## src/rtl/multi_pulse_generator_pkg.sv

```systemverilog
// pulse_gen_pkg: shared types for the multi-channel pulse generator.
// FSM state enum, channel config struct, default counter widths.
package pulse_gen_pkg;

    localparam int PG_CNT_W   = 16;
    localparam int PG_COUNT_W = 8;

    typedef enum logic [1:0] {
        PG_IDLE,
        PG_WAIT,
        PG_ACTIVE,
        PG_GAP
    } pg_state_e;

    typedef struct packed {
        logic [PG_CNT_W-1:0]   delay;
        logic [PG_CNT_W-1:0]   width;
        logic [PG_CNT_W-1:0]   period;
        logic [PG_COUNT_W-1:0] count;
        logic                  idle;
    } pulse_cfg_t;

    function automatic int pg_ch_w(input int n);
        return (n > 1) ? $clog2(n) : 1;
    endfunction

endpackage

```

## src/rtl/multi_pulse_generator_if.sv

```systemverilog
// multi_pulse_generator_if: config port, start/stop strobes and outputs.
// master drives cfg_*/start/stop and reads pulse/busy/done; slave is the DUT.
interface multi_pulse_generator_if
    import pulse_gen_pkg::*;
#(
    parameter int NUM_CH  = 4,
    parameter int CNT_W   = PG_CNT_W,
    parameter int COUNT_W = PG_COUNT_W
);
    localparam int CH_W = pg_ch_w(NUM_CH);

    logic               cfg_we;
    logic [CH_W-1:0]    cfg_ch;
    logic [CNT_W-1:0]   cfg_delay;
    logic [CNT_W-1:0]   cfg_width;
    logic [CNT_W-1:0]   cfg_period;
    logic [COUNT_W-1:0] cfg_count;
    logic               cfg_idle;
    logic [NUM_CH-1:0]  start;
    logic [NUM_CH-1:0]  stop;
    logic [NUM_CH-1:0]  pulse;
    logic [NUM_CH-1:0]  busy;
    logic [NUM_CH-1:0]  done;

    modport master (
        output cfg_we, cfg_ch, cfg_delay, cfg_width, cfg_period,
        output cfg_count, cfg_idle, start, stop,
        input  pulse, busy, done
    );

    modport slave (
        input  cfg_we, cfg_ch, cfg_delay, cfg_width, cfg_period,
        input  cfg_count, cfg_idle, start, stop,
        output pulse, busy, done
    );

endinterface

```

## src/rtl/pulse_gen_channel.sv

```systemverilog
// pulse_gen_channel: one channel - shadow config, FSM, counters, output regs.
// Ports: clk_in, rst_n (sync, active-low), cfg_we_i/cfg_i shadow write,
// start_i/stop_i strobes, pulse_o/busy_o/done_o registered outputs.
// MULTI_PULSE_GEN_REPEAT_EN builds period/count registers and the GAP state.
module pulse_gen_channel
    import pulse_gen_pkg::*;
(
    input  logic       clk_in,
    input  logic       rst_n,
    input  logic       cfg_we_i,
    input  pulse_cfg_t cfg_i,
    input  logic       start_i,
    input  logic       stop_i,
    output logic       pulse_o,
    output logic       busy_o,
    output logic       done_o
);
    // One extra bit so an effective period of width+1 always fits.
    localparam int CW = PG_CNT_W + 1;

    logic [PG_CNT_W-1:0] sh_delay_q;
    logic [PG_CNT_W-1:0] sh_width_q;
    logic                sh_idle_q;
    logic [PG_CNT_W-1:0] delay_q;
    logic [PG_CNT_W-1:0] width_q;
    logic [CW-1:0]       cnt_q;
    logic [CW-1:0]       cnt_inc;
    logic                idle_q;
    logic                pulse_q;
    logic                busy_q;
    logic                done_q;
    pg_state_e           state_q;
    logic                last_pulse;

`ifdef MULTI_PULSE_GEN_REPEAT_EN
    localparam int NW = PG_COUNT_W + 1;

    logic [PG_CNT_W-1:0]   sh_period_q;
    logic [PG_COUNT_W-1:0] sh_count_q;
    logic [PG_COUNT_W-1:0] count_q;
    logic [PG_COUNT_W-1:0] pcnt_q;
    logic [CW-1:0]         period_q;
    logic [CW-1:0]         per_eff;

    // Stretch the period so at least one gap cycle follows every pulse.
    assign per_eff = ({1'b0, sh_period_q} > {1'b0, sh_width_q})
                   ? {1'b0, sh_period_q}
                   : {1'b0, sh_width_q} + CW'(1);

    // count == 0 is a continuous train: never the last pulse.
    assign last_pulse = (count_q != '0) &&
                        ((NW'(pcnt_q) + NW'(1)) >= NW'(count_q));
`else
    logic unused_cfg;

    assign unused_cfg = ^{cfg_i.period, cfg_i.count};
    assign last_pulse = 1'b1;
`endif

    // Saturating step: counters never wrap.
    assign cnt_inc = (&cnt_q) ? cnt_q : cnt_q + CW'(1);

    always_ff @(posedge clk_in) begin
        if (!rst_n) begin
            sh_delay_q  <= '0;
            sh_width_q  <= '0;
            sh_idle_q   <= 1'b0;
`ifdef MULTI_PULSE_GEN_REPEAT_EN
            sh_period_q <= '0;
            sh_count_q  <= '0;
`endif
        end else if (cfg_we_i) begin
            sh_delay_q  <= cfg_i.delay;
            sh_width_q  <= cfg_i.width;
            sh_idle_q   <= cfg_i.idle;
`ifdef MULTI_PULSE_GEN_REPEAT_EN
            sh_period_q <= cfg_i.period;
            sh_count_q  <= cfg_i.count;
`endif
        end
    end

    always_ff @(posedge clk_in) begin
        if (!rst_n) begin
            state_q  <= PG_IDLE;
            cnt_q    <= '0;
            delay_q  <= '0;
            width_q  <= '0;
            idle_q   <= 1'b0;
            pulse_q  <= 1'b0;
            busy_q   <= 1'b0;
            done_q   <= 1'b0;
`ifdef MULTI_PULSE_GEN_REPEAT_EN
            period_q <= '0;
            count_q  <= '0;
            pcnt_q   <= '0;
`endif
        end else begin
            done_q <= 1'b0;
            if (stop_i) begin
                state_q <= PG_IDLE;
                busy_q  <= 1'b0;
                pulse_q <= idle_q;
            end else begin
                unique case (state_q)
                    PG_IDLE: begin
                        if (start_i) begin
                            // Working copy; shadow writes this edge land later.
                            delay_q <= sh_delay_q;
                            width_q <= sh_width_q;
                            idle_q  <= sh_idle_q;
                            cnt_q   <= CW'(1);
`ifdef MULTI_PULSE_GEN_REPEAT_EN
                            period_q <= per_eff;
                            count_q  <= sh_count_q;
                            pcnt_q   <= '0;
`endif
                            if (sh_width_q == '0) begin
                                done_q  <= 1'b1;
                                pulse_q <= sh_idle_q;
                            end else if (sh_delay_q == '0) begin
                                state_q <= PG_ACTIVE;
                                busy_q  <= 1'b1;
                                pulse_q <= ~sh_idle_q;
                            end else begin
                                state_q <= PG_WAIT;
                                busy_q  <= 1'b1;
                                pulse_q <= sh_idle_q;
                            end
                        end
                    end
                    PG_WAIT: begin
                        if (cnt_q >= {1'b0, delay_q}) begin
                            state_q <= PG_ACTIVE;
                            pulse_q <= ~idle_q;
                            cnt_q   <= CW'(1);
                        end else begin
                            cnt_q <= cnt_inc;
                        end
                    end
                    PG_ACTIVE: begin
                        if (cnt_q >= {1'b0, width_q}) begin
                            pulse_q <= idle_q;
                            if (last_pulse) begin
                                state_q <= PG_IDLE;
                                busy_q  <= 1'b0;
                                done_q  <= 1'b1;
                            end
`ifdef MULTI_PULSE_GEN_REPEAT_EN
                            else begin
                                // cnt keeps counting from the pulse start.
                                state_q <= PG_GAP;
                                cnt_q   <= cnt_inc;
                                if (count_q != '0) begin
                                    pcnt_q <= pcnt_q + 1'b1;
                                end
                            end
`endif
                        end else begin
                            cnt_q <= cnt_inc;
                        end
                    end
`ifdef MULTI_PULSE_GEN_REPEAT_EN
                    PG_GAP: begin
                        if (cnt_q >= period_q) begin
                            state_q <= PG_ACTIVE;
                            pulse_q <= ~idle_q;
                            cnt_q   <= CW'(1);
                        end else begin
                            cnt_q <= cnt_inc;
                        end
                    end
`endif
                    default: begin
                        state_q <= PG_IDLE;
                        busy_q  <= 1'b0;
                        pulse_q <= idle_q;
                    end
                endcase
            end
        end
    end

    assign pulse_o = pulse_q;
    assign busy_o  = busy_q;
    assign done_o  = done_q;

endmodule

```

## src/rtl/multi_pulse_generator.sv

```systemverilog
// multi_pulse_generator: NUM_CH independent programmable pulse channels.
// Ports: clk_in, rst_n (sync, active-low), bus (slave): cfg write port,
// start/stop strobes, pulse/busy/done outputs. Repeat support is built
// under MULTI_PULSE_GEN_REPEAT_EN. CNT_W/COUNT_W up to the package widths.
module multi_pulse_generator
    import pulse_gen_pkg::*;
#(
    parameter int NUM_CH  = 4,
    parameter int CNT_W   = PG_CNT_W,
    parameter int COUNT_W = PG_COUNT_W
)
(
    input  logic                     clk_in,
    input  logic                     rst_n,
    multi_pulse_generator_if.slave   bus
);
    localparam int CH_W = pg_ch_w(NUM_CH);

    pulse_cfg_t        cfg_s;
    logic [NUM_CH-1:0] pulse_v;
    logic [NUM_CH-1:0] busy_v;
    logic [NUM_CH-1:0] done_v;

    always_comb begin
        cfg_s        = '0;
        cfg_s.delay  = PG_CNT_W'(bus.cfg_delay);
        cfg_s.width  = PG_CNT_W'(bus.cfg_width);
        cfg_s.period = PG_CNT_W'(bus.cfg_period);
        cfg_s.count  = PG_COUNT_W'(bus.cfg_count);
        cfg_s.idle   = bus.cfg_idle;
    end

    for (genvar i = 0; i < NUM_CH; i++) begin : g_ch
        // Indices at or above NUM_CH match no channel and are dropped.
        pulse_gen_channel u_ch (
            .clk_in   (clk_in),
            .rst_n    (rst_n),
            .cfg_we_i (bus.cfg_we && (bus.cfg_ch == CH_W'(i))),
            .cfg_i    (cfg_s),
            .start_i  (bus.start[i]),
            .stop_i   (bus.stop[i]),
            .pulse_o  (pulse_v[i]),
            .busy_o   (busy_v[i]),
            .done_o   (done_v[i])
        );
    end

    assign bus.pulse = pulse_v;
    assign bus.busy  = busy_v;
    assign bus.done  = done_v;

endmodule
```

## src/flat_wrapper.sv

```systemverilog
// flat-port wrapper written by rule: the top's interface ports become plain ports
module multi_pulse_generator_flat import pulse_gen_pkg::*;
#(
    parameter int NUM_CH  = 4,
    parameter int CNT_W   = PG_CNT_W,
    parameter int COUNT_W = PG_COUNT_W
)
  (clk_in, rst_n, bus_cfg_we, bus_cfg_ch, bus_cfg_delay, bus_cfg_width, bus_cfg_period, bus_cfg_count, bus_cfg_idle, bus_start, bus_stop, bus_pulse, bus_busy, bus_done);
  multi_pulse_generator_if #(.NUM_CH(NUM_CH), .CNT_W(CNT_W), .COUNT_W(COUNT_W)) bus_i ();
  input  logic clk_in;
  input  logic rst_n;
  input wire logic [$bits(bus_i.cfg_we)-1:0] bus_cfg_we;
  input wire logic [$bits(bus_i.cfg_ch)-1:0] bus_cfg_ch;
  input wire logic [$bits(bus_i.cfg_delay)-1:0] bus_cfg_delay;
  input wire logic [$bits(bus_i.cfg_width)-1:0] bus_cfg_width;
  input wire logic [$bits(bus_i.cfg_period)-1:0] bus_cfg_period;
  input wire logic [$bits(bus_i.cfg_count)-1:0] bus_cfg_count;
  input wire logic [$bits(bus_i.cfg_idle)-1:0] bus_cfg_idle;
  input wire logic [$bits(bus_i.start)-1:0] bus_start;
  input wire logic [$bits(bus_i.stop)-1:0] bus_stop;
  output wire logic [$bits(bus_i.pulse)-1:0] bus_pulse;
  output wire logic [$bits(bus_i.busy)-1:0] bus_busy;
  output wire logic [$bits(bus_i.done)-1:0] bus_done;
  assign bus_i.cfg_we = bus_cfg_we;
  assign bus_i.cfg_ch = bus_cfg_ch;
  assign bus_i.cfg_delay = bus_cfg_delay;
  assign bus_i.cfg_width = bus_cfg_width;
  assign bus_i.cfg_period = bus_cfg_period;
  assign bus_i.cfg_count = bus_cfg_count;
  assign bus_i.cfg_idle = bus_cfg_idle;
  assign bus_i.start = bus_start;
  assign bus_i.stop = bus_stop;
  assign bus_pulse = bus_i.pulse;
  assign bus_busy = bus_i.busy;
  assign bus_done = bus_i.done;
  multi_pulse_generator #(.NUM_CH(NUM_CH), .CNT_W(CNT_W), .COUNT_W(COUNT_W)) u_core (.clk_in(clk_in), .rst_n(rst_n), .bus(bus_i));
endmodule
```

## config.mk

```make
export PLATFORM = sky130hd
export DESIGN_NAME = multi_pulse_generator_flat
export DESIGN_NICKNAME = d
export VERILOG_FILES = /design/src/rtl/multi_pulse_generator_pkg.sv /design/src/rtl/multi_pulse_generator_if.sv /design/src/rtl/pulse_gen_channel.sv /design/src/rtl/multi_pulse_generator.sv /design/src/flat_wrapper.sv
export SDC_FILE = /design/constraint.sdc
export NUM_CORES = 1
export LEC_CHECK = 0
export CAP_MARGIN = 0
export CORE_AREA = 2 2 203 205
export CTS_CLUSTER_DIAMETER = 200
export DETAILED_ROUTE_END_ITERATION = 7
export DIE_AREA = 0 0 205 207
export PLACE_DENSITY = 0.74
export SLEW_MARGIN = 15
export SYNTH_ARGS = -nofsm -noshare
export SYNTH_HDL_FRONTEND = slang
export SYNTH_SLANG_ARGS = --single-unit
```

## constraint.sdc

```tcl
create_clock -name clk_in -period 4.8 [get_ports clk_in]
set_input_delay 0.96 -clock clk_in [delete_from_list [all_inputs] [get_ports clk_in]]
set_output_delay 0.96 -clock clk_in [all_outputs]
set_load 0.01 [all_outputs]
```

### After elaboration in Yosys (flattened, before gate mapping)

Index checks and enable logic that the tools add are counted.

| storage, ports and cells | value |
|---|---|
| ROM bits | 0 |
| bits in writable memories | 0 |
| memories | 0 |
| bits in registers | 352 |
| latch bits | 0 |
| bits of input ports | 70 |
| logic and storage cells | 269 |

| operators by class | value |
|---|---|
| reductions and logical operators | 49 |
| shifts and indexed selects | 0 |
| magnitude comparators | 8 |
| equality and inequality tests | 43 |
| $add $sub $neg | 4 |
| bitwise operators | 17 |
| multiply operators | 0 |
| muxes and demuxes | 104 |
| divide/modulo/power cells | 0 |

Operator list:

| kind | count |
|---|---|
| 17-bit two-way mux | 16 |
| 17-bit case mux with 3 select lines | 4 |
| 17-bit by 16-bit greater-or-equal comparator with 1-bit output | 8 |
| 16-bit zero test | 8 |
| 17-bit by 1-bit adder with 17-bit output, second input constant | 4 |
| 17-bit AND reduction | 4 |
| 1-bit two-way mux | 48 |
| 4-bit AND reduction | 12 |
| 2-bit two-way mux | 20 |
| 2-bit != test, second input constant | 20 |
| 3-bit != test, second input constant | 12 |
| 1-bit case mux with 3 select lines | 8 |
| 2-bit case mux with 3 select lines | 4 |
| 3-bit AND reduction | 8 |
| 1-bit NOT | 17 |
| 2-bit == test, second input constant | 6 |
| 3-bit nonzero test | 4 |
| 2-bit by 1-bit == test with 1-bit output, second input constant | 5 |
| 2-bit zero test | 5 |
| 1-bit case mux with 2 select lines | 4 |
| 2-bit OR reduction | 4 |
| 1-bit logical AND | 4 |

### Longest topological paths before layout

Gate-level depths: netlist of the first run.

| depth | value |
|---|---|
| depth after elaboration | 6 |
| gate-level depth with buffers | 12 |

### Hierarchy

From an unflattened synthesis of the first run, not the netlist that was laid out.

| second synthesis, totals | value |
|---|---|
| cells, all modules | 2,092 |
| area total of the unflattened synthesis | 17,962.2 µm² |

By module, submodules not included:

| module | cells each | area each (µm²) | instances |
|---|---|---|---|
| pulse_gen_channel (u_core.g_ch[0].u_ch ...) | 522 | 4,465.5 | 3 |
| pulse_gen_channel (u_core.g_ch[3].u_ch) | 522 | 4,528.1 | 1 |
| multi_pulse_generator | 4 | 37.5 | 1 |

### Worst setup path after synthesis of the first run

OpenSTA, ideal clock, no wires.

| timing path | value |
|---|---|
| path type | reg-to-reg |
| from | register u_core.g_ch[2].u_ch.cnt_q[0] |
| to | register u_core.g_ch[2].u_ch.cnt_q[10] |
| setup slack | 2,073 ps |
| setup time | 72 ps |
| arrival | 2,656 ps |
| required time | 4,728 ps |
| buffers on the path | 1 |
| cell stages (with the launch flop) | 12 |
| path through | dfxtp_1 > inv_1 > ha_1 > nand2b_4 > a211oi_2 > o21ai_2 > a2111oi_4 > nor2_2 > or3_4 > buf_6 > or4_1 > a21oi_1 |

| on the way | value |
|---|---|
| longest elaborated chain between the ends | 4 |

RTL lines:

| what | line | text |
|---|---|---|
| start: declaration | pulse_gen_channel.sv:26 | `logic [CW-1:0] cnt_q;` |
| start signal: assignment | pulse_gen_channel.sv:138 | `cnt_q <= cnt_inc;` |
| start signal: assignment | pulse_gen_channel.sv:160 | `cnt_q <= cnt_inc;` |
| 17-bit by 1-bit adder with 17-bit output / 17-bit AND reduction (equally long branches) | pulse_gen_channel.sv:61 | `assign cnt_inc = (&cnt_q) ? cnt_q : cnt_q + CW'(1);` |
| 17-bit two-way mux | pulse_gen_channel.sv:61 |  |
| 17-bit two-way mux, on equally long branches | pulse_gen_channel.sv:142, pulse_gen_channel.sv:133 |  |
| 17-bit case mux with 3 select lines | pulse_gen_channel.sv:105 | `unique case (state_q)` |

Several ways; a longest one is shown, not always the timed one. The select of a mux whose other input is x is not followed.
A chain may end at the register's enable or synchronous reset.

### Worst setup path in the final report of the first run

| timing path | value |
|---|---|
| from | input port bus_stop[0] |
| to | register u_core.g_ch[0].u_ch.cnt_q[15] |

| on the way | value |
|---|---|
| longest elaborated chain between the ends | 2 |

RTL lines:

| what | line | text |
|---|---|---|
| start: declaration | flat_wrapper.sv:20 | `input wire logic [$bits(bus_i.stop)-1:0] bus_stop;` |
| 1-bit NOT (no line) | n/a |  |
| 4-bit AND reduction (no line) | n/a |  |
| end signal: assignment | pulse_gen_channel.sv:138 |  |
| end signal: assignment | pulse_gen_channel.sv:160 |  |
| end: declaration | pulse_gen_channel.sv:26 |  |

Every way passes these cells.

==> impl.org, run 1 <==
** Floorplan
- Core Rows :: 74
- Die Footprint :: 42400 um2
- Vert. Die Dim :: between 200 and 250 um
- Initial Util :: between 40% and 50%
- From left edge to right edge, the die measures ~200 um.
- After floorplanning, the core was sized to cover about 40000 um2.
- Number of placed I/O pins :: 82

** Worst setup path
- The worst setup path is captured at a register.
- Worst setup path class :: in -> reg
- CP Data Arrival Time :: 3.73 ns
- CP max FO :: 13
- STA classifies the critical path startpoint as a primary input.
- Register-to-Register Setup Slack :: ~1.7 ns
- Data on the critical path is required at its endpoint by 5.26 ns.

** Timing
- Final worst path period need :: between 3 and 4 ns
- Measured against its own limit, the worst slew margin works out to between 20% and 30%.
- Sum Neg Setup Slack :: 0 ns
- Unrepaired setup endpoints after global routing :: no
- Timing would allow up to 306 MHz.
- Clock skew on the completed layout was measured at approximately 0.017 ns.
- Count of final hold-check violations :: 0
- At the pin with the least slew margin, the transition time is ~1.2 ns.
- Fraction of the cycle the final worst path needs :: between 60 and 70%
- Post-route worst hold slack :: 0.462 ns
- Setup slack of the critical path after layout :: between 1.5 and 2 ns
- Final-report max-slew violation count :: 0
- Setup violations remaining at the end of the flow were counted as 0.

** Yosys
- Share of flip-flops with an asynchronous set or reset :: 0%
- Per-instance average area after synthesis :: around 8.1 um2
- Top-area cell type share of the netlist area :: between 30% and 40%
- Main flop type after synthesis :: sky130_fd_sc_hd__dfxtp_1
- Cell area after synthesis :: about 18000 um2
- Total of flip-flops plus latches after synthesis :: ~350
- Sequential elements use about two fifths of the synthesized area.
- EDFF count, synth :: 0
- The Yosys step of the flow raised 0 warnings.
- Number of instances in the synthesized netlist :: 2230
- Counting every net in the synthesized netlist gives between 2000 and 2500.
- Largest area contributor in the synthesized netlist :: sky130_fd_sc_hd__dfxtp_1
- By area the synthesized netlist is led by sky130_fd_sc_hd__dfxtp_1 39%, sky130_fd_sc_hd__nand2_1 12%, sky130_fd_sc_hd__a21boi_0 11%, sky130_fd_sc_hd__ha_1 10%, sky130_fd_sc_hd__inv_1 3.2%.
- Distinct cell type count of the synthesized netlist :: 76

** Clocking
- The longest clock path from root to sink contains 3 buffers.
- CTS tree :: built
- After clock tree synthesis, the clock-pin slew on the worst setup and hold paths is approximately 0.06 ns.
- The clock net in this run drives a total of about 350 sinks.
- CTS placed an instance of sky130_fd_sc_hd__clkbuf_16 at the clock tree root.
- Worst skew pair latency :: between 0.5 and 0.6 ns
- CTS built an H-tree with a depth of 2.
- Number of buffers created by CTS :: 38
- Number of setup buffers added after CTS :: 0
- The number of gates resized after CTS was 0.
- Post-CTS Hold Buffers :: 0

** Finish
- The number of antenna diodes in the final layout is 0.
- Area used by multi-input combinational logic :: approximately 9900 um2
- In the final layout, the share of cells above drive strength 1 is under 10%.
- Sequential cell area :: around 7000 um2
- Compared with the post-synthesis result, the final layout area differs by 11.6%.
- Fill cells in the final layout number 3855.
- Number of nets at the end of the flow :: between 2000 and 2500

** Pwr
- The analysis attributes to cell leakage a power of between 7 and 8 nW.
- Across the VDD grid, the largest voltage drop is ~370 uV.
- Cell Pwr Density :: roughly 330 nW/um2

** Routing
- In the final routed layout, each cell accounts on average for around 16 um.
- The first detailed-routing pass ran for 6 iterations.
- Total routed wirelength :: 44200 um
- Via total after detailed routing :: around 15000
- In this run, the number of DRC markers left after iteration 0 of detailed routing was 909.
- Antenna viol nets, final :: 0
- After detailed routing, the number of remaining DRC violations is 0.
- Avg Vias per Cell :: 5.44

** Place
- Pre-CTS setup slack :: ~1.1 ns
- Placer congestion estimate :: approximately 0.86
- Detailed-placement wirelength estimate :: about 32000 um
- Number of I/O port buffers :: 57

** Global routing
- Entering global routing, the biggest net connects ~140 pins.
- First-pass GRT wire length :: between 70000 and 80000 um
- Total global routing overflow :: 0
- Across every metal layer, demand over resource in global routing totals 20.7%.
- The number of antenna violations at the first check in global routing came to 0.
- The via count of the first global-routing pass was approximately 15000.

** Worst hold path
- Hold/Removal Path Class :: reg -> reg

** Job
- Total of max-cap violations :: 0

** Outcome
- The run finished with clean final reports.
## logic make-up after synthesis
family / after synthesis / share of synthesized area, %
DFF: 352 / 39.2
AOI/OAI and AO/OA: 467 / 18.7
adders and majority gates: 148 / 10.3
muxes: 9 / 0.502
buffers and inverters: 267 / 5.89
xor gates and xnor gates: 46 / 2.24
and+or+nand+nor: 941 / 23.2
## registers in the layout, indices dropped and copies added (netlist names)
signal                       count
u_core.g_ch.u_ch.busy_o          4
u_core.g_ch.u_ch.cnt_q          68
u_core.g_ch.u_ch.delay_q        64
u_core.g_ch.u_ch.done_o          4
u_core.g_ch.u_ch.idle_q          4
u_core.g_ch.u_ch.pulse_o         4
u_core.g_ch.u_ch.sh_delay_q     64
u_core.g_ch.u_ch.sh_idle_q       4
u_core.g_ch.u_ch.sh_width_q     64
u_core.g_ch.u_ch.state_q         8
u_core.g_ch.u_ch.width_q        64
## cells in the mapped netlist, types with 19 or more instances
| master | number |
|---|---|
| sky130_fd_sc_hd__a21boi_0 | 266 |
| sky130_fd_sc_hd__a21oi_1 | 58 |
| sky130_fd_sc_hd__and3_1 | 19 |
| sky130_fd_sc_hd__clkbuf_1 | 97 |
| sky130_fd_sc_hd__dfxtp_1 | 352 |
| sky130_fd_sc_hd__ha_1 | 148 |
| sky130_fd_sc_hd__inv_1 | 154 |
| sky130_fd_sc_hd__nand2_1 | 591 |
| sky130_fd_sc_hd__nand3_1 | 41 |
| sky130_fd_sc_hd__nand4_1 | 42 |
| sky130_fd_sc_hd__nor2_1 | 103 |
| sky130_fd_sc_hd__nor3_1 | 22 |
| sky130_fd_sc_hd__nor4_1 | 39 |
| sky130_fd_sc_hd__o21ai_0 | 41 |
| sky130_fd_sc_hd__xor2_1 | 33 |
## path summary, 6_finish.rpt
check,depth (start not counted),from,end
setup / recovery,8,bus_stop[0],u_core.g_ch[0].u_ch.cnt_q[15]
hold / removal,2,u_core.g_ch[0].u_ch.width_q[12],u_core.g_ch[0].u_ch.width_q[12]
setup reg to reg,10,u_core.g_ch[0].u_ch.state_q[0],u_core.g_ch[0].u_ch.cnt_q[15]
hold reg to reg,2,u_core.g_ch[0].u_ch.width_q[12],u_core.g_ch[0].u_ch.width_q[12]
## critical path: stages
cell and delay [ns]:
sky130_fd_sc_hd__clkdlybuf4s50_1 0.54, sky130_fd_sc_hd__or3_1 0.50, sky130_fd_sc_hd__a2111o_1 0.32, sky130_fd_sc_hd__o22ai_2 0.20, sky130_fd_sc_hd__and2_1 0.50, sky130_fd_sc_hd__nand3_1 0.22
sky130_fd_sc_hd__or3_1 0.35, sky130_fd_sc_hd__a21oi_1 0.14
## power breakdown
part / switching (W) / internal, W / leakage (nW)
sequential: 0.0000579 / 0.00299 / 2.85
clock: 0.00117 / 0.00163 / 0.578
combinational: 0.000458 / 0.000276 / 3.78
## cell type report
class / count / area share [%]
clock buffers: 52 / 5.41
clock inverters: 11 / 0.443
inverters: 154 / 2.88
multi-input cells: 1611 / 49.4
flip-flops and latches: 352 / 35.1
well taps: 532 / 3.32
repair buffers: 70 / 3.38
## cell usage in the layout, fill, tap and decap left out, types with 12 or more instances in the layout
cell type                         netlist  final
sky130_fd_sc_hd__a211oi_1              17     17
sky130_fd_sc_hd__a21boi_0             266    266
sky130_fd_sc_hd__a21oi_1               58     58
sky130_fd_sc_hd__and3_1                19     18
sky130_fd_sc_hd__buf_4                 12     12
sky130_fd_sc_hd__clkbuf_16              0     39
sky130_fd_sc_hd__clkdlybuf4s50_1        0     56
sky130_fd_sc_hd__dfxtp_1              352    352
sky130_fd_sc_hd__ha_1                 148    148
sky130_fd_sc_hd__inv_1                154    154
sky130_fd_sc_hd__nand2_1              591    591
sky130_fd_sc_hd__nand3_1               41     39
sky130_fd_sc_hd__nand4_1               42     42
sky130_fd_sc_hd__nor2_1               103     98
sky130_fd_sc_hd__nor3_1                22     22
sky130_fd_sc_hd__nor4_1                39     39
sky130_fd_sc_hd__o21ai_0               41     41
sky130_fd_sc_hd__or3_1                 14     14
sky130_fd_sc_hd__xnor2_1               13     13
sky130_fd_sc_hd__xor2_1                33     33
## per-layer routing
| metal | vias to the layer above | routed length [um] | GRT usage [%] |
|---|---|---|---|
| li1 | 7561 | - | - |
| met1 | 7105 | 20100 | 27.8 |
| met2 | 377 | 20400 | 34.4 |
| met3 | 86 | 2460 | 2.85 |
| met4 | 0 | 1220 | 6.67 |
| met5 | - | 0 | 0 |
## per-stage QoR
step	instances	util, %	power, W	cell area, um2
floorplan	2230	-	0.00360	18000
global placement	2718	46.6	0.00381	18800
detailed placement	2718	46.6	0.00384	18800
CTS	2781	49.5	0.00662	20000
global route	2782	49.7	0.00682	20000
finish	2782	49.7	0.00658	20000
Note: power is estimated with default switching activity, not from simulation.
==> run 2: changes to the inputs <==
==> constraint.sdc (replaced) <==
create_clock -name clk_in -period 3.09 [get_ports clk_in]
set_input_delay 0.618 -clock clk_in [delete_from_list [all_inputs] [get_ports clk_in]]
set_output_delay 0.618 -clock clk_in [all_outputs]
set_load 0.01 [all_outputs]
==> impl.org, run 2 (synthesis gave the netlist of run 1 again) <==
** Worst setup path
- CP max FO :: 20 (+7)
- The critical path in this run is classified as reg -> reg.
- The worst setup path is captured at a register.
- The worst endpoint required time was 3.57 ns (-1.69 ns).
- CP Data Arrival Time :: 3.32 ns (-0.41 ns)
- Startpoint Class :: register

** Finish
- Area used by multi-input combinational logic :: 9890 um2 (-0.19%)
- Number of nets at the end of the flow :: 2476 (+1.3%)
- Fraction of final layout cells with drive strength greater than 1 :: 5.99% (+1.7 points)
- Number of flip-flops under the largest register name :: 68 (unchanged)
- Leading cell type in the layout, fill and taps excluded :: sky130_fd_sc_hd__nand2_1
- Commonest cells after routing, fill and taps aside :: 591 x sky130_fd_sc_hd__nand2_1, 352 x sky130_fd_sc_hd__dfxtp_1, 266 x sky130_fd_sc_hd__a21boi_0
- Number of filler cells placed in the layout :: 3805 (-1.3%)
- Biggest register :: u_core.g_ch.u_ch.cnt_q
- Compared with the post-synthesis result, the final layout area differs by 14.1%.
- Layout Cells excl Fill :: 2819 (+1.3%)
- Sequential cell area :: 7050 um2 (unchanged)
- The share of the core filled with cells in the final layout was 50.8% (+1.1 points).
- The diode insertion count for antenna repair is 0 (unchanged).

** Outcome
- The run finished with clean final reports.

** Floorplan
- The full die area is 42400 um2 (unchanged).
- The I/O pin count is 82 (unchanged).
- The number of rows created at floorplan came to 74 (unchanged).
- Initial Util :: 44.5% (unchanged)
- The core area is 40400 um2 (unchanged).
- Vert. Die Dim :: 207 um (unchanged)
- The x dimension of the die was 205 um (unchanged).

** Clocking
- Root Buffer :: sky130_fd_sc_hd__clkbuf_16
- The number of hold buffers added after CTS is 0 (unchanged).
- CTS tree :: built
- The number of buffers on the longest clock path came to 3 (unchanged).
- The number of gates resized after cts came to 0 (unchanged).
- The clock insertion delay at the later pin of the skew report is 0.56 ns (+0.02 ns).
- Number of H-tree levels :: 2 (unchanged)
- The number of clock buffers inserted by TritonCTS came to 39 (+2.6%).
- Number of setup buffers added after CTS :: 0 (unchanged)
- The register clock-pin slew on the reported worst setup and hold paths was 0.06 ns (about the same).
- CTS sink count :: 352 (unchanged)

** Routing
- Number of design rule violations left after detail routing :: 0 (unchanged)
- The remaining number of nets flagged by the antenna check after routing came to 0 (unchanged).
- Total routed wirelength :: 45900 um (+3.8%)
- The initial detailed-routing violation count came to 962 (+5.8%).
- The number of iterations in the first detailed-routing pass came to 7 (+1).
- Via total after detailed routing :: 15400 (+1.6%)
- The wire length per cell came to 16.3 um (+2.5%).
- Avg Vias per Cell :: 5.46 (+0.31%)

** Pwr
- The net switching component of the power came to 0.00276 W (+64%).
- The sequential share of power came to 43.1% (-3.3 points).
- The portion of total power attributed to combinational logic came to 10.8% (-0.3 points).
- The worst-case vdd ir drop is 488 uV (+31%).
- The leakage dissipation came to 7.46 nW (+3.5%).
- The proportion of power drawn by the clock network was 46.1% (+3.6 points).
- Cell internal power dissipation :: 0.00823 W (+68%)
- Switching Share :: 25.1% (-0.51 points)
- Total power :: 0.0110 W (+67%)
- Cell Pwr Density :: 536 nW/um2 (+63%)

** Place
- The global placement routability congestion came to 0.868 (+0.99%).
- The number of port buffers was 57 (unchanged).
- The cell total after placement came to 2749 (+1.1%).
- The final HPWL from detailed placement came to 32700 um (+2.2%).

** Global routing
- The via count of the first global-routing pass is 14800 (+0.23%).
- The wire length of the first global-routing pass was 74100 um (+2.4%).
- Pin count of the biggest net entering global routing :: 79 (-44%)
- The total global routing overflow was 0 (unchanged).
- The total routing resource utilization after global routing came to 21.4% (+0.68 points).
- Antenna violations before repair :: 0 (unchanged)

** Timing
- The final critical path takes up between 90% and 100% of the cycle.
- The worst path needs about 2.8 ns of the cycle, external delays included.
- Count of final setup violators :: 0 (unchanged)
- Worst Tran Pin Value :: 0.689 ns (-0.492 ns)
- Final-report max-slew violation count :: 0 (unchanged)
- The worst relative slew slack came to 54.1% (+33 points).
- The hold violation count in the final report was 0 (unchanged).
- The worst setup skew after layout came to 0.0237 ns (+0.00675 ns).
- Unrepaired setup endpoints after global routing :: no
- Derived from the worst setup path, the maximum achievable clock frequency is 353 MHz.
- The total negative setup slack came to 0 ns (unchanged).

** Worst hold path
- In this run the worst hold path is classified as reg -> reg.

** Job
- Total of max-cap violations :: 0 (unchanged)
## run 2: cell types whose count changed in the layout (fill, tap and decap cells not counted), moves of 2 or more
cell	previous run	this run
sky130_fd_sc_hd__buf_4	12	43
sky130_fd_sc_hd__clkbuf_8	6	12
sky130_fd_sc_hd__clkbuf_1	7	2
sky130_fd_sc_hd__bufinv_16	1	5
sky130_fd_sc_hd__nor2_2	3	7
sky130_fd_sc_hd__nor2_4	4	0
sky130_fd_sc_hd__clkinv_2	7	4
sky130_fd_sc_hd__clkinvlp_4	2	5
sky130_fd_sc_hd__clkbuf_16	39	41
sky130_fd_sc_hd__nand3_1	39	41
sky130_fd_sc_hd__nand3_2	2	0
## run 2: worst max-delay path, cell delays in order (launching register included)
cell and delay, ns:
sky130_fd_sc_hd__dfxtp_1 0.33, sky130_fd_sc_hd__inv_1 0.07, sky130_fd_sc_hd__ha_1 0.27, sky130_fd_sc_hd__nand2b_4 0.14, sky130_fd_sc_hd__a211oi_2 0.24, sky130_fd_sc_hd__o21ai_2 0.12
sky130_fd_sc_hd__a2111oi_4 0.40, sky130_fd_sc_hd__nor2_2 0.08, sky130_fd_sc_hd__or3_4 0.48, sky130_fd_sc_hd__or4b_1 0.49, sky130_fd_sc_hd__a21oi_1 0.15
## run 2: worst paths after layout
path,from,endpoint,slack [ns],cells after the start
max,u_core.g_ch[2].u_ch.cnt_q[0],u_core.g_ch[2].u_ch.cnt_q[8],0.25,10
min,u_core.g_ch[1].u_ch.width_q[5],u_core.g_ch[1].u_ch.width_q[5],0.46,2
max reg2reg,u_core.g_ch[2].u_ch.cnt_q[0],u_core.g_ch[2].u_ch.cnt_q[8],0.25,10
min reg2reg,u_core.g_ch[1].u_ch.width_q[5],u_core.g_ch[1].u_ch.width_q[5],0.46,2
## run 2: power by group through the flow
stage | combinational, W | sequential, W | clock (W)
floorplan | 0.000780 | 0.00481 | 0
global placement | 0.00113 | 0.00483 | 0
detailed placement | 0.00116 | 0.00484 | 0
CTS | 0.00117 | 0.00474 | 0.00512
global route | 0.00130 | 0.00475 | 0.00531
finish | 0.00119 | 0.00474 | 0.00506
## run 2: final cells by class
cell class / instances / share of cell area (%)
Clock inverter: 15 / 1.06
Clock buffer: 55 / 5.85
Tap cell: 532 / 3.25
Sequential cell: 352 / 34.4
Multi-Input combinational cell: 1611 / 48.3
Timing Repair Buffer: 100 / 4.37
Inverter: 154 / 2.82
## run 2: metrics by stage
stage | hold WS (ns) | worst slack, ns | area, um2
3_5_place_dp | 0.458 | 0.150 | 19100
6_report | 0.461 | 0.253 | 20500
2_1_floorplan | 0.443 | 0.363 | 18000
3_3_place_gp | 0.455 | 0.196 | 19100
4_1_cts | 0.466 | 0.159 | 20500
5_1_grt | 0.481 | 0.0706 | 20500
## run 2: metal layers
| metal | part of all wire [%] | global-route usage (%) | vias up |
|---|---|---|---|
| li1 | - | - | 7626 |
| met1 | 45 | 27.9 | 7268 |
| met2 | 46 | 35.4 | 394 |
| met3 | 5.9 | 3.67 | 90 |
| met4 | 3.2 | 7.99 | 0 |
| met5 | 0 | 0 | - |
==> run 3: changes to the inputs <==
--- a/config.mk
+++ b/config.mk
@@ -6,12 +6,12 @@
 export NUM_CORES = 1
 export LEC_CHECK = 0
 export CAP_MARGIN = 0
-export CORE_AREA = 2 2 203 205
+export CORE_AREA = 2 2 234 179
 export CTS_CLUSTER_DIAMETER = 200
 export DETAILED_ROUTE_END_ITERATION = 7
-export DIE_AREA = 0 0 205 207
+export DIE_AREA = 0 0 236 181
 export PLACE_DENSITY = 0.74
-export SLEW_MARGIN = 15
+export SLEW_MARGIN = 30
 export SYNTH_ARGS = -nofsm -noshare
 export SYNTH_HDL_FRONTEND = slang
 export SYNTH_SLANG_ARGS = --single-unit
==> impl.org, run 3 (synthesis gave the netlist of run 1 again) <==
** Place
- Placer congestion estimate :: 0.886 (+2.0%)
- Detailed-placement wirelength estimate :: 33900 um (+3.5%)
- Total cell area at the placement stage :: 19000 um2 (-0.38%)
- The number of port buffers came to 57 (unchanged).

** Routing
- The remaining number of nets flagged by the antenna check after routing is 0 (unchanged).
- Avg Vias per Cell :: 5.57 (+2.0%)
- Via total after detailed routing :: 15600 (+1.4%)
- The number of iterations in the first detailed-routing pass is 7 (unchanged).
- Number of design rule violations left after detail routing :: 0 (unchanged)
- The initial detailed-routing violation count was 1218 (+27%).
- The wire length per cell was 16.4 um (+0.62%).
- The final routed wirelength across all metal layers was 45900 um (about the same).

** Worst setup path
- Cell-by-cell listing of the critical path :: inv_1 > ha_1 > nand2b_4 > a211oi_2 > o21ai_2 > a2111oi_4 > nor2_2 > or3_4 > or4b_1 > a21oi_1
- Bufs and invs on worst path :: 1 (unchanged)
- On the critical path, the stage with the largest delay is an instance of sky130_fd_sc_hd__or4b_1.
- Startpoint Class :: register
- CP Data Arrival Time :: 3.35 ns (+0.03 ns)
- Register-to-Register Setup Slack :: 0.20 ns (-0.05 ns)
- The maximum cell stage delay along the critical path is 0.50 ns (about the same).
- CP max FO :: 20 (unchanged)
- Crit path from :: u_core.g_ch[2].u_ch.cnt_q[0]
- The cell family contributing the most delay on the critical path is simple AND/OR/NAND/NOR gates.
- The worst setup path is captured at a register.
- Startpoint of the worst register-to-register path :: u_core.g_ch[2].u_ch.cnt_q[0]
- Worst setup path class :: reg -> reg
- Crit path required time :: 3.56 ns (about the same)

** Clocking
- CTS sink count :: 352 (unchanged)
- Root Buffer :: sky130_fd_sc_hd__clkbuf_16
- CTS tree :: built
- The register clock-pin slew on the reported worst setup and hold paths came to 0.06 ns (about the same).
- Number of H-tree levels :: 2 (unchanged)
- The number of gates resized after cts came to 0 (unchanged).
- Post-CTS Hold Buffers :: 0 (unchanged)
- The clock insertion delay at the later pin of the skew report was 0.54 ns (-0.02 ns).
- Number of setup buffers added after CTS :: 0 (unchanged)
- The number of clock buffers inserted by TritonCTS was 36 (-7.7%).
- Max Root-Sink Buffers :: 3 (unchanged)

** Timing
- Post-route worst hold slack :: 0.463 ns (+0.00264 ns)
- The time the final worst path needs with I/O delays and setup came to 2.89 ns (+0.0498 ns).
- Skew final :: 0.0120 ns (-0.0117 ns)
- Unrepaired setup endpoints after global routing :: no
- Fraction of the cycle the final worst path needs :: 93.4% (+1.6 points)
- The hold violation count in the final report was 0 (unchanged).
- Final-report max-slew violation count :: 0 (unchanged)
- Sum Neg Setup Slack :: 0 ns (unchanged)
- The worst relative slew slack came to 53.0% (-1.1 points).
- The maximum frequency from static timing analysis is 346 MHz (-1.7%).
- The slew of the pin with the lowest slew margin was 0.705 ns (+0.0169 ns).
- The number of endpoints failing setup at the final stage came to 0 (unchanged).

** Finish
- The cell area after layout came to 20100 um2 (-1.8%).
- Number of flip-flops under the largest register name :: 68 (unchanged)
- In the layout the commonest cells are 591 x sky130_fd_sc_hd__nand2_1, 352 x sky130_fd_sc_hd__dfxtp_1, 266 x sky130_fd_sc_hd__a21boi_0.
- The number of fillers in the final layout was 3783 (-0.58%).
- Fraction of final layout cells with drive strength greater than 1 :: 5.02% (-0.97 points)
- u_core.g_ch.u_ch.cnt_q holds more flip-flops than any other register.
- Leading cell type in the layout, fill and taps excluded :: sky130_fd_sc_hd__nand2_1
- Number of nets at the end of the flow :: 2464 (-0.48%)
- Compared with the post-synthesis result, the final layout area differs by 12.0%.

** Global routing
- The wire length of the first global-routing pass came to 75200 um (+1.5%).
- Number of global-route vias before repair :: 14800 (-0.061%)
- Total global routing overflow :: 0 (unchanged)
- The total routing resource utilization after global routing came to 21.3% (-0.072 points).
- Pin count of the biggest net entering global routing :: 64 (-19%)
- Antenna violations before repair :: 2 (+2)

** Pwr
- Static Leak :: 7.29 nW (-2.3%)
- Peak ir drop on the vdd network :: 460 uV (-5.7%)
- Cell Pwr Density :: 503 nW/um2 (-6.1%)

** Floorplan
- The x dimension of the die is 236 um (+15%).
- Die Footprint :: 42700 um2 (+0.66%)
- Core region area :: 40300 um2 (-0.22%)
- Number of placed I/O pins :: 82 (unchanged)
- Initial Util :: 44.6% (+0.10 points)
- The number of rows created at floorplan is 64 (-14%).
- The floorplan die height is 181 um (-13%).

** Worst hold path
- The min-delay analysis places its worst path in the category reg -> reg.
- The worst hold path begins at u_core.g_ch[2].u_ch.width_q[13].

** Outcome
- Outcome :: completed

** Job
- The max capacitance violation total is 0 (unchanged).
run 3: per-layer routing:
layer / vias to the layer above / GRT usage, % / routed length [um]
met2: 480 / 33.0 / 19800
met4: 0 / 6.98 / 1230
met5: - / 0 / 0
met3: 97 / 4.77 / 3450
met1: 7407 / 29.5 / 21400
li1: 7607 / - / -
run 3: cell type report:
class,instances,area (um2),share of cell area [%]
Clock buffer,51,1050,5.21
Sequential cell,352,7050,35.0
Tap cell,528,661,3.28
Clock inverter,12,75.1,0.373
Inverter,154,578,2.87
Multi-Input combinational cell,1611,9880,49.1
Timing Repair Buffer,91,827,4.11
Antenna cell,2,5.00,0.0249
run 3: final timing paths:
kind | end | cells after the start
max | u_core.g_ch[2].u_ch.cnt_q[8] | 10
max reg2reg | u_core.g_ch[2].u_ch.cnt_q[8] | 10
min | u_core.g_ch[2].u_ch.width_q[13] | 2
min reg2reg | u_core.g_ch[2].u_ch.width_q[13] | 2
run 3: stage by stage:
stage	power [W]	worst slack, ns	instances	utilization [%]
global route	0.0105	0.0752	2801	49.9
global placement	0.00596	0.246	2736	47.1
detailed placement	0.00600	0.197	2736	47.1
CTS	0.0102	0.228	2799	49.9
finish	0.0101	0.203	2801	49.9
floorplan	0.00559	0.363	2230	-
run 3: tightest hold or removal path, stage by stage, from the launching register on:
cell	delay [ns]
sky130_fd_sc_hd__dfxtp_1	0.31
sky130_fd_sc_hd__nand2_1	0.05
sky130_fd_sc_hd__a21boi_0	0.06
run 3: report_power, final:
part | switching, W | internal (W) | leakage (nW)
clock | 0.00183 | 0.00238 | 0.564
sequential | 0.0000880 | 0.00465 | 2.85
combinational | 0.000732 | 0.000451 | 3.87
total | 0.00265 | 0.00748 | 7.29
